$ cat src/rtl/cache_fill_wb_fsm_if.sv
// Memory-side bus of the cache miss handler: pipelined single-word reads with
// in-order responses, and single-word writes for dirty-victim write-back.
interface cache_fill_wb_fsm_if #(
  parameter int ADDR_W = 16,
  parameter int DATA_W = 16
);
  logic [ADDR_W-1:0] memory_address;
  logic              memory_read;
  logic              memory_write;
  logic [DATA_W-1:0] memory_wdata;
  logic [DATA_W-1:0] memory_data;
  logic              memory_data_valid;

  modport master (
    output memory_address, memory_read, memory_write, memory_wdata,
    input  memory_data, memory_data_valid
  );

  modport slave (
    input  memory_address, memory_read, memory_write, memory_wdata,
    output memory_data, memory_data_valid
  );
endinterface

$ cat src/rtl/cache_fill_wb_fsm.sv
// Cache miss handler: optional dirty-victim write-back, then a pipelined block
// fill that writes data-array words as responses arrive and commits the tag last.
module cache_fill_wb_fsm #(
  parameter int ADDR_W = 16,
  parameter int DATA_W = 16,
  parameter int WORDS  = 8
) (
  input  logic                     clk,
  input  logic                     rst_n,
  input  logic                     miss_detected,
  input  logic [ADDR_W-1:0]        miss_address,
  input  logic                     victim_dirty,
  input  logic [ADDR_W-1:0]        victim_address,
  input  logic [DATA_W-1:0]        victim_data,
  output logic                     fsm_busy,
  output logic                     write_data_array,
  output logic                     write_tag_array,
  output logic [$clog2(WORDS)-1:0] word_num,
  output logic                     fill_done,
  cache_fill_wb_fsm_if.master      mem
);

  localparam int BPW   = DATA_W / 8;
  localparam int WN_W  = $clog2(WORDS);
  localparam int OFF   = $clog2(WORDS * BPW);
  localparam int CNT_W = WN_W + 1;

  localparam logic [ADDR_W-1:0] BLK_MASK = ~ADDR_W'((1 << OFF) - 1);
  localparam logic [ADDR_W-1:0] STRIDE   = ADDR_W'(BPW);
  localparam logic [CNT_W-1:0]  LAST     = CNT_W'(WORDS - 1);
  localparam logic [CNT_W-1:0]  FULL     = CNT_W'(WORDS);
  localparam logic [CNT_W-1:0]  ONE      = CNT_W'(1);

  typedef enum logic [1:0] {IDLE, WRITEBACK, FILL, DONE} state_t;

  state_t             state, state_d;
  logic [ADDR_W-1:0]  fill_base, fill_base_d;
  logic [ADDR_W-1:0]  wb_base, wb_base_d;
  logic [CNT_W-1:0]   wb_cnt, wb_cnt_d;
  logic [CNT_W-1:0]   issue_cnt, issue_cnt_d;
  logic [CNT_W-1:0]   recv_cnt, recv_cnt_d;

  // NOTE: sequential state uses non-blocking assignments only, so every
  // register samples its next value from the same pre-edge snapshot.
  always_ff @(posedge clk or negedge rst_n) begin
    if (!rst_n) begin
      state     <= IDLE;
      fill_base <= '0;
      wb_base   <= '0;
      wb_cnt    <= '0;
      issue_cnt <= '0;
      recv_cnt  <= '0;
    end else begin
      state     <= state_d;
      fill_base <= fill_base_d;
      wb_base   <= wb_base_d;
      wb_cnt    <= wb_cnt_d;
      issue_cnt <= issue_cnt_d;
      recv_cnt  <= recv_cnt_d;
    end
  end

  // NOTE: every signal written here gets a default first; a path that left
  // one unassigned would infer a latch.
  always_comb begin
    state_d              = state;
    fill_base_d          = fill_base;
    wb_base_d            = wb_base;
    wb_cnt_d             = wb_cnt;
    issue_cnt_d          = issue_cnt;
    recv_cnt_d           = recv_cnt;
    fsm_busy             = 1'b0;
    write_data_array     = 1'b0;
    write_tag_array      = 1'b0;
    fill_done            = 1'b0;
    word_num             = '0;
    mem.memory_address   = '0;
    mem.memory_read      = 1'b0;
    mem.memory_write     = 1'b0;
    mem.memory_wdata     = '0;

    unique case (state)
      IDLE: begin
        if (miss_detected) begin
          fill_base_d = miss_address & BLK_MASK;
          wb_base_d   = victim_address & BLK_MASK;
          wb_cnt_d    = '0;
          issue_cnt_d = '0;
          recv_cnt_d  = '0;
          state_d     = victim_dirty ? WRITEBACK : FILL;
        end
      end

      WRITEBACK: begin
        fsm_busy           = 1'b1;
        mem.memory_write   = 1'b1;
        word_num           = wb_cnt[WN_W-1:0];
        mem.memory_address = wb_base + ADDR_W'(wb_cnt) * STRIDE;
        mem.memory_wdata   = victim_data;
        wb_cnt_d           = wb_cnt + ONE;
        if (wb_cnt == LAST) begin
          wb_cnt_d    = '0;
          issue_cnt_d = '0;
          recv_cnt_d  = '0;
          state_d     = FILL;
        end
      end

      FILL: begin
        fsm_busy = 1'b1;
        word_num = recv_cnt[WN_W-1:0];
        // Requests stream out independently of responses; the two overlap.
        if (issue_cnt < FULL) begin
          mem.memory_read    = 1'b1;
          mem.memory_address = fill_base + ADDR_W'(issue_cnt) * STRIDE;
          issue_cnt_d        = issue_cnt + ONE;
        end
        if (mem.memory_data_valid) begin
          write_data_array = 1'b1;
          recv_cnt_d       = recv_cnt + ONE;
          if (recv_cnt == LAST) state_d = DONE;
        end
      end

      DONE: begin
        fsm_busy        = 1'b1;
        write_tag_array = 1'b1;
        fill_done       = 1'b1;
        state_d         = IDLE;
      end

      default: state_d = IDLE;
    endcase
  end

endmodule

$ cat src/flat_wrapper.sv
// flat-port wrapper written by rule: the top's interface ports become plain ports
module cache_fill_wb_fsm_flat 
#(
  parameter int ADDR_W = 16,
  parameter int DATA_W = 16,
  parameter int WORDS  = 8
)
  (clk, rst_n, miss_detected, miss_address, victim_dirty, victim_address, victim_data, fsm_busy, write_data_array, write_tag_array, word_num, fill_done, mem_memory_address, mem_memory_read, mem_memory_write, mem_memory_wdata, mem_memory_data, mem_memory_data_valid);
  cache_fill_wb_fsm_if #(.ADDR_W(ADDR_W), .DATA_W(DATA_W)) mem_i ();
  input  logic clk;
  input  logic rst_n;
  input  logic miss_detected;
  input  logic [ADDR_W-1:0] miss_address;
  input  logic victim_dirty;
  input  logic [ADDR_W-1:0] victim_address;
  input  logic [DATA_W-1:0] victim_data;
  output logic fsm_busy;
  output logic write_data_array;
  output logic write_tag_array;
  output logic [$clog2(WORDS)-1:0] word_num;
  output logic fill_done;
  output wire logic [$bits(mem_i.memory_address)-1:0] mem_memory_address;
  output wire logic [$bits(mem_i.memory_read)-1:0] mem_memory_read;
  output wire logic [$bits(mem_i.memory_write)-1:0] mem_memory_write;
  output wire logic [$bits(mem_i.memory_wdata)-1:0] mem_memory_wdata;
  input wire logic [$bits(mem_i.memory_data)-1:0] mem_memory_data;
  input wire logic [$bits(mem_i.memory_data_valid)-1:0] mem_memory_data_valid;
  assign mem_memory_address = mem_i.memory_address;
  assign mem_memory_read = mem_i.memory_read;
  assign mem_memory_write = mem_i.memory_write;
  assign mem_memory_wdata = mem_i.memory_wdata;
  assign mem_i.memory_data = mem_memory_data;
  assign mem_i.memory_data_valid = mem_memory_data_valid;
  cache_fill_wb_fsm #(.ADDR_W(ADDR_W), .DATA_W(DATA_W), .WORDS(WORDS)) u_core (.clk(clk), .rst_n(rst_n), .miss_detected(miss_detected), .miss_address(miss_address), .victim_dirty(victim_dirty), .victim_address(victim_address), .victim_data(victim_data), .fsm_busy(fsm_busy), .write_data_array(write_data_array), .write_tag_array(write_tag_array), .word_num(word_num), .fill_done(fill_done), .mem(mem_i));
endmodule
$ cat config.mk
export PLATFORM = sky130hd
export DESIGN_NAME = cache_fill_wb_fsm_flat
export DESIGN_NICKNAME = d
export VERILOG_FILES = /design/src/rtl/cache_fill_wb_fsm_if.sv /design/src/rtl/cache_fill_wb_fsm.sv /design/src/flat_wrapper.sv
export SDC_FILE = /design/constraint.sdc
export NUM_CORES = 1
export LEC_CHECK = 0
export CAP_MARGIN = 20
export CORE_MARGIN = 1.5
export CORE_UTILIZATION = 42
export CTS_CLUSTER_SIZE = 10
export DETAILED_ROUTE_END_ITERATION = 7
export GPL_TIMING_DRIVEN = 0
export PLACE_DENSITY = 0.84
export SLEW_MARGIN = 20
export SYNTH_ARGS = -nofsm -noshare
export SYNTH_HDL_FRONTEND = slang
export SYNTH_SLANG_ARGS = --single-unit
$ cat constraint.sdc
create_clock -name clk -period 2.3 [get_ports clk]
set_input_delay 0.345 -clock clk [delete_from_list [all_inputs] [get_ports clk]]
set_output_delay 0.345 -clock clk [all_outputs]
set_load 0.02 [all_outputs]
Word-level counts from Yosys, hierarchy flattened

Cells that the tools add are included.

$add $sub $neg: 5
$lt $le $gt $ge: 1
Equality and inequality tests: 10
Multiplexer cells: 25
Reductions and logical operators: 9

Operators by type and width:

| cell                | number |
|---|---|
| $add 16x5->16       | 2 |
| $mux 16             | 2 |
| $pmux 16 s2         | 1 |
| $pmux 4 s3          | 2 |
| $mux 4              | 5 |
| $add 4x1->4 const B | 3 |
| $reduce_and 4->1    | 3 |
| $mux 2              | 5 |
| $eq 4x3->1 const B  | 2 |
| $pmux 2 s4          | 1 |
| $pmux 4 s2          | 1 |
| $mux 1              | 7 |
| $ne 2x1->1 const B  | 3 |
| $pmux 3 s2          | 1 |
| $eq 2x2->1 const B  | 2 |
| $lt 4x4->1 const B  | 1 |
| $ne 2x2->1 const B  | 2 |
| $reduce_and 2->1    | 2 |
| $reduce_bool 3->1   | 1 |
| $reduce_or 3->1     | 1 |
| $eq 2x1->1 const B  | 1 |
| $logic_not 2->1     | 1 |
| $reduce_bool 2->1   | 1 |

Register bits after elaboration: 38
Bits of input ports: 69
Output and inout port bits: 41
Word-level logic and storage cells: 56

Longest topological paths before layout

Gate-level depths: netlist (run 1).

Word-level depth: 4
Depth in mapped cells: 8
Gate-level depth less buffers: 6

Worst setup path before layout (run 1)

No wires, ideal clock.

Path type: register to output
Start: register u_core.state[1]
End: output mem_memory_address[10]
Arrival time: 1.836 ns
Data required time: 1.955 ns
Slack: 0.119 ns
Stages on the path, launching flop included: 6
Path buffers: 1
Path through: dfrtp_1 > inv_1 > ha_1 > clkbuf_1 > nand2_1 > o21ai_0

Longest elaborated chain between the ends: 2
Elaborated cells between the ends (all ways): 3
Classes of those cells: eq/ne (2); mux (1)

RTL lines:

| item                                            | line                    | text |
|---|---|---|
| start, declared                                 | cache_fill_wb_fsm.sv:36 | `state_t state, state_d;` |
| start signal, assigned                          | cache_fill_wb_fsm.sv:54 | `state <= state_d;` |
| $eq 2x2->1 / $eq 2x1->1 (equally long branches) | cache_fill_wb_fsm.sv:82 | `unique case (state)` |
| $pmux 16 s2 *                                   | cache_fill_wb_fsm.sv:82 |  |
| end, declared                                   | flat_wrapper.sv:22      | `output wire logic [$bits(mem_i.memory_address)-1:0] mem_memory_address;` |

Mark *: on every way between the ends. The rest lies on a longest branch, timed or not.

Final worst setup path (run 1)

Start: register u_core.state[0]
End: output mem_memory_address[1]

Same word-level chain as after synthesis.

==> results of run 1 <==
final timing paths:
| kind | endpoint | cells after the start | startpoint |
|---|---|---|---|
| setup / recovery | mem_memory_address[1] | 7 | u_core.state[0]$_DFFE_PN0P_ |
| hold / removal | u_core.fill_base[5]$_DFFE_PN0P_ | 1 | rst_n |
| setup reg to reg | u_core.issue_cnt[2]$_DFFE_PN0P_ | 7 | u_core.state[1]$_DFFE_PN0P_ |
| hold reg to reg | u_core.fill_base[15]$_DFFE_PN0P_ | 1 | u_core.fill_base[15]$_DFFE_PN0P_ |
| max in group asynchronous | u_core.wb_base[6]$_DFFE_PN0P_ | 2 | rst_n |
| min in group clk | u_core.recv_cnt[0]$_DFFE_PN0P_ | 3 | mem_memory_data_valid |
Yosys cell counts, types with 2 or more instances:
| cell type | n | area share |
|---|---|---|
| and2_1 | 18 | 0.048 |
| a21o_1 | 2 | 0.0064 |
| a21boi_0 | 6 | 0.019 |
| nand2b_1 | 4 | 0.011 |
| nand2_1 | 28 | 0.045 |
| nand3b_1 | 2 | 0.0064 |
| ha_1 | 10 | 0.053 |
| buf_4 | 2 | 0.0064 |
| nand4b_1 | 2 | 0.0074 |
| buf_6 | 2 | 0.0096 |
| nand3_1 | 15 | 0.032 |
| nor2b_1 | 6 | 0.016 |
| clkbuf_1 | 7 | 0.011 |
| nor4_1 | 2 | 0.0053 |
| or4b_1 | 2 | 0.0085 |
| nor3_1 | 5 | 0.011 |
| nor2_1 | 6 | 0.0096 |
| o21ai_0 | 14 | 0.030 |
| xnor2_1 | 9 | 0.033 |
| a22oi_1 | 5 | 0.016 |
| inv_1 | 6 | 0.0096 |
| dfrtp_1 | 38 | 0.40 |
| a211o_1 | 2 | 0.0074 |
| nand4_1 | 6 | 0.016 |
| mux2_2 | 24 | 0.11 |
worst max-delay path: cells and delay by family (launching register included):
family,cells,cell delay (ns)
compound gates,1,0.20
fa+ha+maj,1,0.18
buf+inv,3,0.50
flops,1,0.47
simple gates,2,0.25
layout make-up:
cell class / instances / area (um2) / area share
Multi-Input combinational cell: 184 / 1370 / 0.406
Timing Repair Buffer: 85 / 756 / 0.224
Clock inverter: 1 / 5.00 / 0.00148
Sequential cell: 38 / 953 / 0.282
Buffer: 13 / 92.6 / 0.0274
Clock buffer: 7 / 86.3 / 0.0255
Inverter: 6 / 25.0 / 0.00740
Tap cell: 72 / 90.1 / 0.0266
repair_timing:
| action | CTS | global route |
|---|---|---|
| gates cloned | 0 | 0 |
| pin swaps | 1 | 2 |
| hold endpoints to repair | 0 | 0 |
| resized for setup | 92 | 32 |
| endpoints found under the setup margin | 36 | 18 |
| buffers inserted | 1 | 0 |
cells by family after synthesis:
kind of cell               after synthesis  share of synthesized area
buffers and inverters                   20                     0.0462
AOI/OAI and AO/OA                       39                      0.113
and+or+nand+nor                         99                      0.226
DFF                                     38                      0.404
xor gates and xnor gates                10                     0.0372
other                                    1                    0.00159
adders and majority gates               10                     0.0531
muxes                                   25                      0.119
power by group through the flow:
stage	Sequential (mW)	Combinational, mW	Clock (mW)
CTS	1.26	2.45	0.469
floorplan	1.16	1.59	0
detailed placement	1.25	2.48	0
global route	1.32	2.60	0.502
finish	1.28	2.42	0.464
global placement	1.24	2.40	0
flip-flops by register name, indices dropped and copies added (netlist names):
register / flops
u_core.fill_base: 12
u_core.wb_base: 12
u_core.issue_cnt: 4
u_core.recv_cnt: 4
u_core.wb_cnt: 4
u_core.state: 2
layer usage:
metal | vias up | wire length [um]
li1 | 1042 | -
met4 | 0 | 114
met3 | 10 | 298
met5 | - | 0
met1 | 1013 | 2620
met2 | 67 | 2990
metrics by stage:
step / setup TNS [ns] / util / cells / hold WS, ns / worst slack (ns)
after floorplan: 0 / - / 242 / 0.0494 / 0.119
after global placement: -5.11 / 0.599 / 397 / 0.497 / -0.333
after detailed placement: -4.71 / 0.603 / 398 / 0.334 / -0.372
after CTS: 0 / 0.625 / 406 / 0.0278 / 0.000294
after global routing: 0 / 0.618 / 406 / 0.0340 / 0.00409
final: 0 / 0.618 / 406 / 0.00825 / 0.0761
==> flow_summary.json, run 1 <==
{
  "status": "finished, final reports clean",
  "area_growth_syn_to_layout_pct": 43.6,
  "drtAntennaViolNets": 0,
  "drive_above_1_share": 0.234,
  "die_w_um": 77.9,
  "yosys_most_used_dff": "dfrtp_1",
  "dpl.hpwl_mm": 4.67,
  "seq_area_frac_synth": 0.404,
  "clk_latency_ns": 0.29,
  "finalSetupViolCount": 0,
  "grt_use_met2": 0.341,
  "grt_usage": 0.197,
  "die_y_um": 77.9,
  "rows": 27,
  "worstPathRequired_ns": 1.96,
  "fin_nets": 412,
  "ff2ff_setup_slack_ns": 0.16,
  "p_seq_frac": 0.308,
  "antenna_found_initial": 0,
  "clkPwrFrac": 0.111,
  "route.detailed.drc": 0,
  "synth_nets": 321,
  "core_um2": 5470,
  "clockBufferDepth": 2,
  "slew_viol_final": 0,
  "synth_warnings": 0,
  "via_per_inst": 5.25,
  "yosysUniqueCellTypes": 44,
  "start_util": 0.430,
  "globalplace.congestion": 0.858,
  "fill_cells": 472,
  "drv_cap": 0,
  "synth_edf_count": 0,
  "rsz0062_at_grt": "no",
  "synth_cells": 242,
  "max_freq_mhz": 450,
  "worstPathArrival_ns": 1.88,
  "fin_skew_ns": 0.00368,
  "syn_avg_cell_area_um2": 9.73,
  "routed_wl_mm": 6.03,
  "drt-pass1-iter-count": 4,
  "layout_commonest_cell": "clkdlybuf4s50_1",
  "cts_made_buffers": 5,
  "port_buffers": 83,
  "slew_headroom": 0.646,
  "hold_viol": 0,
  "crit_chain": "inv_4 -> ha_4 -> nor2b_1 -> buf_4 -> nand2_1 -> a21boi_0 -> buf_2",
  "p_leak_nw": 1.50,
  "p_total_mw": 4.16,
  "ctsHoldBuffers": 0,
  "syn_area_um2": 2350,
  "postPlaceCellArea_um2": 3300,
  "grt_pass1_vias": 2051,
  "design_area_um2": 3380,
  "period_minus_slack_ns": 2.22,
  "grt_pass1_wl_mm": 9.45,
  "power_density_nw_per_um2": 1230,
  "ys_async_sr_fraction": 1.00,
  "n_antenna_cell": 0,
  "max-vdd-ir-drop_v": 0.000549,
  "layout_common_cells": "clkdlybuf4s50_1, dfrtp_1, nand2_1",
  "vias": 2132,
  "tightestPinTransition_ns": 0.531,
  "fin_crit_sh": 0.967,
  "dieArea_um2": 6060,
  "clk_pin_slew_ns": 0.07,
  "grtUsageMet3": 0.0400,
  "p_int_mw": 2.34,
  "busiest_layer": "met2",
  "worstSetupPathType": "flip-flop to output pin",
  "max_stage_delay_ns": 0.47,
  "drtIter0Drc": 139,
  "power.switching_mw": 1.83,
  "ys_ff_latch": 38,
  "top_level_ports": 110,
  "wl_per_cell_um": 14.8,
  "combPwrFrac": 0.580,
  "clockRootBuffer": "clkbuf_8",
  "swShare": 0.439,
  "cp-end-kind": "output pin",
  "grt_max_degree": 21,
  "path_max_fanout": 10,
  "cts.sinks": 38,
  "hp-class": "input pin to asynchronous set/reset pin",
  "critPathLaunchType": "flip-flop",
  "cts_tree": "built",
  "htree_levels": 2,
  "cp_slowest_cell": "dfrtp_2",
  "grt_util_met1": 0.241,
  "grt_overflow_total": 0
}
Power figures use the tool's default switching activity.
==> run 2: changes to the inputs <==
Settings changed: ABC_AREA set to 1, CORE_UTILIZATION 42 to 38, PLACE_DENSITY 0.84 to 0.79.
Clock period 2.3 ns to 1.9 ns, I/O delays scaled along.
==> flow_summary.json, run 2 <==
{
  "status": "finished with violations",
  "violations": "setup timing",
  "cp_slowest_cell": "dfrtp_1",
  "clk_latency_ns": 0.29,
  "synth_nets": 430,
  "largestRegisters": "u_core.fill_base: 12 flops, u_core.wb_base: 12 flops",
  "cp-end-kind": "output pin",
  "startpoint": "u_core.wb_cnt[3]$_DFFE_PN0P_",
  "syn_area_um2": 2410,
  "r2r-start": "u_core.state[0]$_DFFE_PN0P_",
  "grt_pass1_wl_mm": 11.9,
  "swShare": 0.466,
  "clkPwrFrac": 0.136,
  "finalSetupViolCount": 18,
  "ys_ff_latch": 38,
  "yosysMostFrequentCell": "nand2_1",
  "max-vdd-ir-drop_v": 0.000723,
  "synth_area_leaders": "dfrtp_1, nand2_1, inv_1",
  "p_leak_nw": 2.02,
  "ff2ff_setup_slack_ns": 0.05,
  "path_max_fanout": 3,
  "layout_common_cells": "nand2_1, clkdlybuf4s50_1, dfrtp_1",
  "yosys.area.top_type": "dfrtp_1",
  "hold_viol": 0,
  "globalplace.congestion": 0.955,
  "core_um2": 6030,
  "p_seq_frac": 0.239,
  "combPwrFrac": 0.625,
  "drtAntennaViolNets": 0,
  "fin_crit_sh": 1.16,
  "grt_usage": 0.229,
  "port_buffers": 84,
  "p_int_mw": 3.41,
  "yosys_most_used_dff": "dfrtp_1",
  "path_delay_family": "buffers and inverters",
  "rows": 28,
  "start_util": 0.399,
  "timing.rr.end": "u_core.issue_cnt[0]$_DFFE_PN0P_",
  "synth_edf_count": 0,
  "via_per_inst": 5.36,
  "cts.sinks": 38,
  "worstSetupPathType": "flip-flop to output pin",
  "worstPathRequired_ns": 1.62,
  "worstPathArrival_ns": 1.91,
  "hp-class": "input pin to asynchronous set/reset pin",
  "clockRootBuffer": "clkbuf_8",
  "ff2ff_path_depth": 10,
  "dieArea_um2": 6820,
  "antenna_found_initial": 0,
  "drv_cap": 0,
  "fin_skew_ns": 0.00533,
  "critPathLaunchType": "flip-flop",
  "syn_avg_cell_area_um2": 6.85,
  "p_total_mw": 6.39,
  "die_w_um": 82.6,
  "yosysUniqueCellTypes": 26,
  "drt-pass1-iter-count": 7,
  "routed_wl_mm": 8.99,
  "synth_warnings": 0,
  "clk_pin_slew_ns": 0.08,
  "setup_ws_ns": -0.297,
  "fill_cells": 451,
  "htree_levels": 2,
  "drtIter0Drc": 255,
  "n_antenna_cell": 0,
  "grt_pass1_vias": 2595,
  "crit_chain": "ha_4 -> buf_4 -> buf_4 -> nand3_1 -> nor2_1 -> nand3_1 -> nand3_1 -> a21oi_2 -> buf_4",
  "grt_max_degree": 34,
  "top_level_ports": 110,
  "netlist.area_leader.share": 0.395,
  "ys_async_sr_fraction": 1.00,
  "clockBufferDepth": 2,
  "layout_commonest_cell": "nand2_1",
  "power.switching_mw": 2.98,
  "area_growth_syn_to_layout_pct": 69.1,
  "wl_per_cell_um": 16.6,
  "grt_overflow_total": 0,
  "power_density_nw_per_um2": 1570,
  "fin_nets": 545,
  "synth_top_cells_by_count": "nand2_1, inv_1, dfrtp_1",
  "cts_tree": "built",
  "path_buf_inv": 3,
  "slew_viol_final": 0,
  "die_y_um": 82.6,
  "period_minus_slack_ns": 2.20,
  "finalSetupTns_ns": -2.72,
  "route.detailed.drc": 0,
  "cts_made_buffers": 5,
  "max_freq_mhz": 455,
  "drive_above_1_share": 0.336,
  "vias": 2904,
  "synth_cells": 351,
  "seq_area_frac_synth": 0.395,
  "rsz0062_at_grt": "yes",
  "max_stage_delay_ns": 0.42,
  "dpl.hpwl_mm": 5.25
}
## run 2: layer usage
layer  share of wire  global-route usage
met1            0.38               0.283
met2            0.50               0.397
met3           0.091              0.0385
met4           0.031              0.0917
met5               0                   0
## run 2: stage by stage
step	utilization	hold WS [ns]	setup slack, ns	cell area [um2]	instances
after floorplan	-	-0.0106	0.0158	2410	351
after CTS	0.622	0.366	-0.172	3750	531
after detailed placement	0.557	0.138	-0.625	3360	511
final	0.675	0.359	-0.297	4070	542
after global routing	0.675	0.393	-0.310	4070	542
after global placement	0.554	0.481	-0.632	3340	510
## run 2: worst max-delay path by stage
stage	end	slack [ns]	cells after the start
floorplan	mem_memory_address[10]	0.02	8
global placement	mem_memory_address[4]	-0.63	8
detailed placement	mem_memory_address[12]	-0.62	9
CTS	mem_memory_address[14]	-0.17	9
global route	mem_memory_address[13]	-0.31	9
finish	mem_memory_address[13]	-0.30	9
## run 2: worst reg2reg max path: stages, from the launching register on
cell and delay (ns):
dfrtp_1 0.42, inv_2 0.13, buf_12 0.12, buf_4 0.11, ha_4 0.17, inv_2 0.05, or2_4 0.27, nand4_4 0.14
inv_2 0.09, a21oi_1 0.16, nor2_1 0.07
## run 2: timing repair
item / 4_1_cts / 5_1_grt
buffers inserted: 10 / 8
resized for setup: 223 / 72
hold endpoints to repair: 5 / 0
pin swaps: 15 / 19
setup endpoints to repair: 39 / 70
gates cloned: 1 / 3
hold buffers: 1 / 0
## run 2: final cells by class
class                           instances  area, um2  area share
Multi-Input combinational cell        257       1560       0.382
Timing Repair Buffer                  107       1020       0.251
Sequential cell                        38        952       0.234
Inverter                               45        179      0.0440
Buffer                                 12        123      0.0301
Tap cell                               75       93.8      0.0231
Clock buffer                            6       82.6      0.0203
Clock inverter                          2       60.1      0.0148
## run 2: cells by family after synthesis
| group | Yosys count | synth area share |
|---|---|---|
| flip-flops | 38 | 0.395 |
| XOR/XNOR | 2 | 0.00728 |
| adder cells (fa/ha/maj) | 10 | 0.0520 |
| AND/OR/NAND/NOR | 184 | 0.319 |
| multiplexers | 1 | 0.00416 |
| AO/OA/AOI/OAI | 58 | 0.125 |
| buffers and inverters | 57 | 0.0957 |
| other | 1 | 0.00156 |
## run 2: power groups by stage
stage / Combinational (mW) / Sequential, mW / Clock (mW)
after global routing: 4.26 / 1.54 / 0.907
final: 4.00 / 1.53 / 0.871
after detailed placement: 2.76 / 1.46 / 0
after global placement: 2.70 / 1.45 / 0
after floorplan: 1.74 / 1.38 / 0
after CTS: 3.26 / 1.48 / 0.871
==> run 3: changes to the inputs <==
Settings changed: PLACE_DENSITY 0.79 to 0.77.
==> flow_summary.json, run 3 (same netlist as run 2, synthesis figures left out) <==
{
  "antenna_found_initial": 0,
  "grt_util_met1": 0.264,
  "grt_max_degree": 28,
  "top_level_ports": 110,
  "worstSetupPathType": "flip-flop to output pin",
  "slew_viol_final": 0,
  "swShare": 0.469,
  "p_seq_frac": 0.236,
  "port_buffers": 84,
  "routed_wl_mm": 8.44,
  "postPlaceCellArea_um2": 3360,
  "ff2ff_setup_slack_ns": -0.02,
  "path_delay_family": "simple AND/OR/NAND/NOR gates",
  "worstPathArrival_ns": 1.88,
  "fill_cells": 482,
  "path_max_fanout": 6,
  "place_ws_ns": -0.658,
  "cts.sinks": 38,
  "setup_ws_ns": -0.268,
  "design_area_um2": 3970,
  "start_util": 0.399,
  "drive_above_1_share": 0.295,
  "die_w_um": 82.6,
  "crit_chain": "ha_4 -> ha_4 -> nand2_4 -> nor2_4 -> nand3_2 -> nand2_2 -> nand3_2 -> a21oi_2 -> buf_4",
  "dpl.hpwl_mm": 5.22,
  "critPathLaunchType": "flip-flop",
  "dp_cells": 511,
  "worstPathRequired_ns": 1.62,
  "drv_cap": 0,
  "htree_levels": 2,
  "drtAntennaViolNets": 0,
  "p_int_mw": 3.37,
  "p_leak_nw": 1.99,
  "instances_no_fill": 543,
  "path_buf_inv": 1,
  "layout_common_cells": "nand2_1, clkdlybuf4s50_1, dfrtp_1",
  "fin_skew_ns": 0.0117,
  "wl_per_cell_um": 15.5,
  "dieArea_um2": 6820,
  "clkPwrFrac": 0.112,
  "grt_pass1_wl_mm": 11.6,
  "largestRegisters": "u_core.fill_base: 12 flops, u_core.wb_base: 12 flops",
  "route.detailed.drc": 0,
  "drtIter0Drc": 322,
  "via_per_inst": 5.33,
  "grtUsageMet3": 0.0462,
  "cp-end-kind": "output pin",
  "globalplace.congestion": 0.955,
  "combPwrFrac": 0.652,
  "max_freq_mhz": 461,
  "cp_slowest_cell": "dfrtp_1",
  "hold_slack_ns": 0.414,
  "cts_made_buffers": 5,
  "grt_usage": 0.220,
  "clockRootBuffer": "clkbuf_8",
  "status": "finished with violations",
  "max-vdd-ir-drop_v": 0.000823,
  "grt_use_met2": 0.388,
  "hp-class": "input pin to asynchronous set/reset pin",
  "area_growth_syn_to_layout_pct": 65.0,
  "period_minus_slack_ns": 2.17,
  "core_um2": 6030,
  "clk_latency_ns": 0.29,
  "max_stage_delay_ns": 0.41,
  "finalSetupViolCount": 20,
  "grt_pass1_vias": 2636,
  "fin_nets": 546,
  "n_antenna_cell": 0,
  "clockBufferDepth": 2,
  "rows": 28,
  "rsz0062_at_grt": "yes",
  "hold_viol": 0,
  "vias": 2895,
  "violations": "setup timing",
  "layout_commonest_cell": "nand2_1",
  "busiest_layer": "met2",
  "cts_tree": "built",
  "power.switching_mw": 2.97,
  "clk_pin_slew_ns": 0.09,
  "grt_overflow_total": 0,
  "drt-pass1-iter-count": 6,
  "die_y_um": 82.6,
  "p_total_mw": 6.35,
  "power_density_nw_per_um2": 1600,
  "fin_crit_sh": 1.14
}
run 3: changes by cell type in the layout (fill, tap and decap cells not counted), sizes merged, moves of 2 or more:
cell and change:
clkinvlp +3, inv -2, clkinv +2, clkdlybuf4s15 +2, dlygate4sd2 +2, clkbuf -5
run 3: worst paths after layout:
kind                                                 startpoint                                to  depth (start not counted)
worst max-delay path               u_core.wb_cnt[3]$_DFFE_PN0P_            mem_memory_address[12]                          9
worst min-delay path                                      rst_n       u_core.state[0]$_DFFE_PN0P_                          2
worst max register to register      u_core.state[0]$_DFFE_PN0P_       u_core.state[0]$_DFFE_PN0P_                          9
worst min register to register  u_core.fill_base[4]$_DFFE_PN0P_   u_core.fill_base[4]$_DFFE_PN0P_                          2
max in group asynchronous                                 rst_n     u_core.wb_base[9]$_DFFE_PN0P_                          3
min in group clk                               miss_address[13]  u_core.fill_base[13]$_DFFE_PN0P_                          3
run 3: per-stage QoR:
stage | utilization | TNS, ns
6_report | 0.659 | -3.29
3_3_place_gp | 0.554 | -30.38
5_1_grt | 0.659 | -4.79
3_5_place_dp | 0.557 | -16.41
4_1_cts | 0.623 | -2.52
2_1_floorplan | - | 0
run 3: routing by layer:
metal / vias up / share of wire
li1: 1348 / -
met2: 191 / 0.49
met4: 0 / 0.032
met3: 34 / 0.10
met5: - / 0
met1: 1322 / 0.38
run 3: power groups by stage:
stage	registers, mW	logic [mW]	clock network [mW]
2_1_floorplan	1.38	1.74	0
3_3_place_gp	1.45	2.71	0
3_5_place_dp	1.46	2.77	0
4_1_cts	1.46	3.54	0.706
5_1_grt	1.53	4.43	0.751
6_report	1.50	4.14	0.710
run 3: worst register-to-register path, stage by stage, from the launching register on:
cell and delay (ns):
dfrtp_1 0.43, inv_2 0.11, ha_4 0.18, clkinvlp_4 0.14, buf_4 0.15, buf_4 0.13
or2_4 0.23, nand4_1 0.21, nand2_1 0.12, o21ai_1 0.13
run 3: what timing repair did:
item	4_1_cts	5_1_grt
buffers inserted	11	7
hold buffers	1	0
endpoints found under the setup margin	39	72
endpoints found under the hold margin	11	0
cloned	3	2
gates resized for setup	217	51
pin swaps	13	17
run 3: area by class of cell:
class | instances | area [um2] | area share
clock inverter | 3 | 45.0 | 0.0113
timing repair inverter | 1 | 8.76 | 0.00221
tap | 75 | 93.8 | 0.0236
buffer | 12 | 119 | 0.0299
timing repair buffer | 107 | 1010 | 0.254
sequential | 38 | 951 | 0.240
inverter | 45 | 188 | 0.0473
clock buffer | 5 | 68.8 | 0.0173
multi-input combinational | 257 | 1490 | 0.375
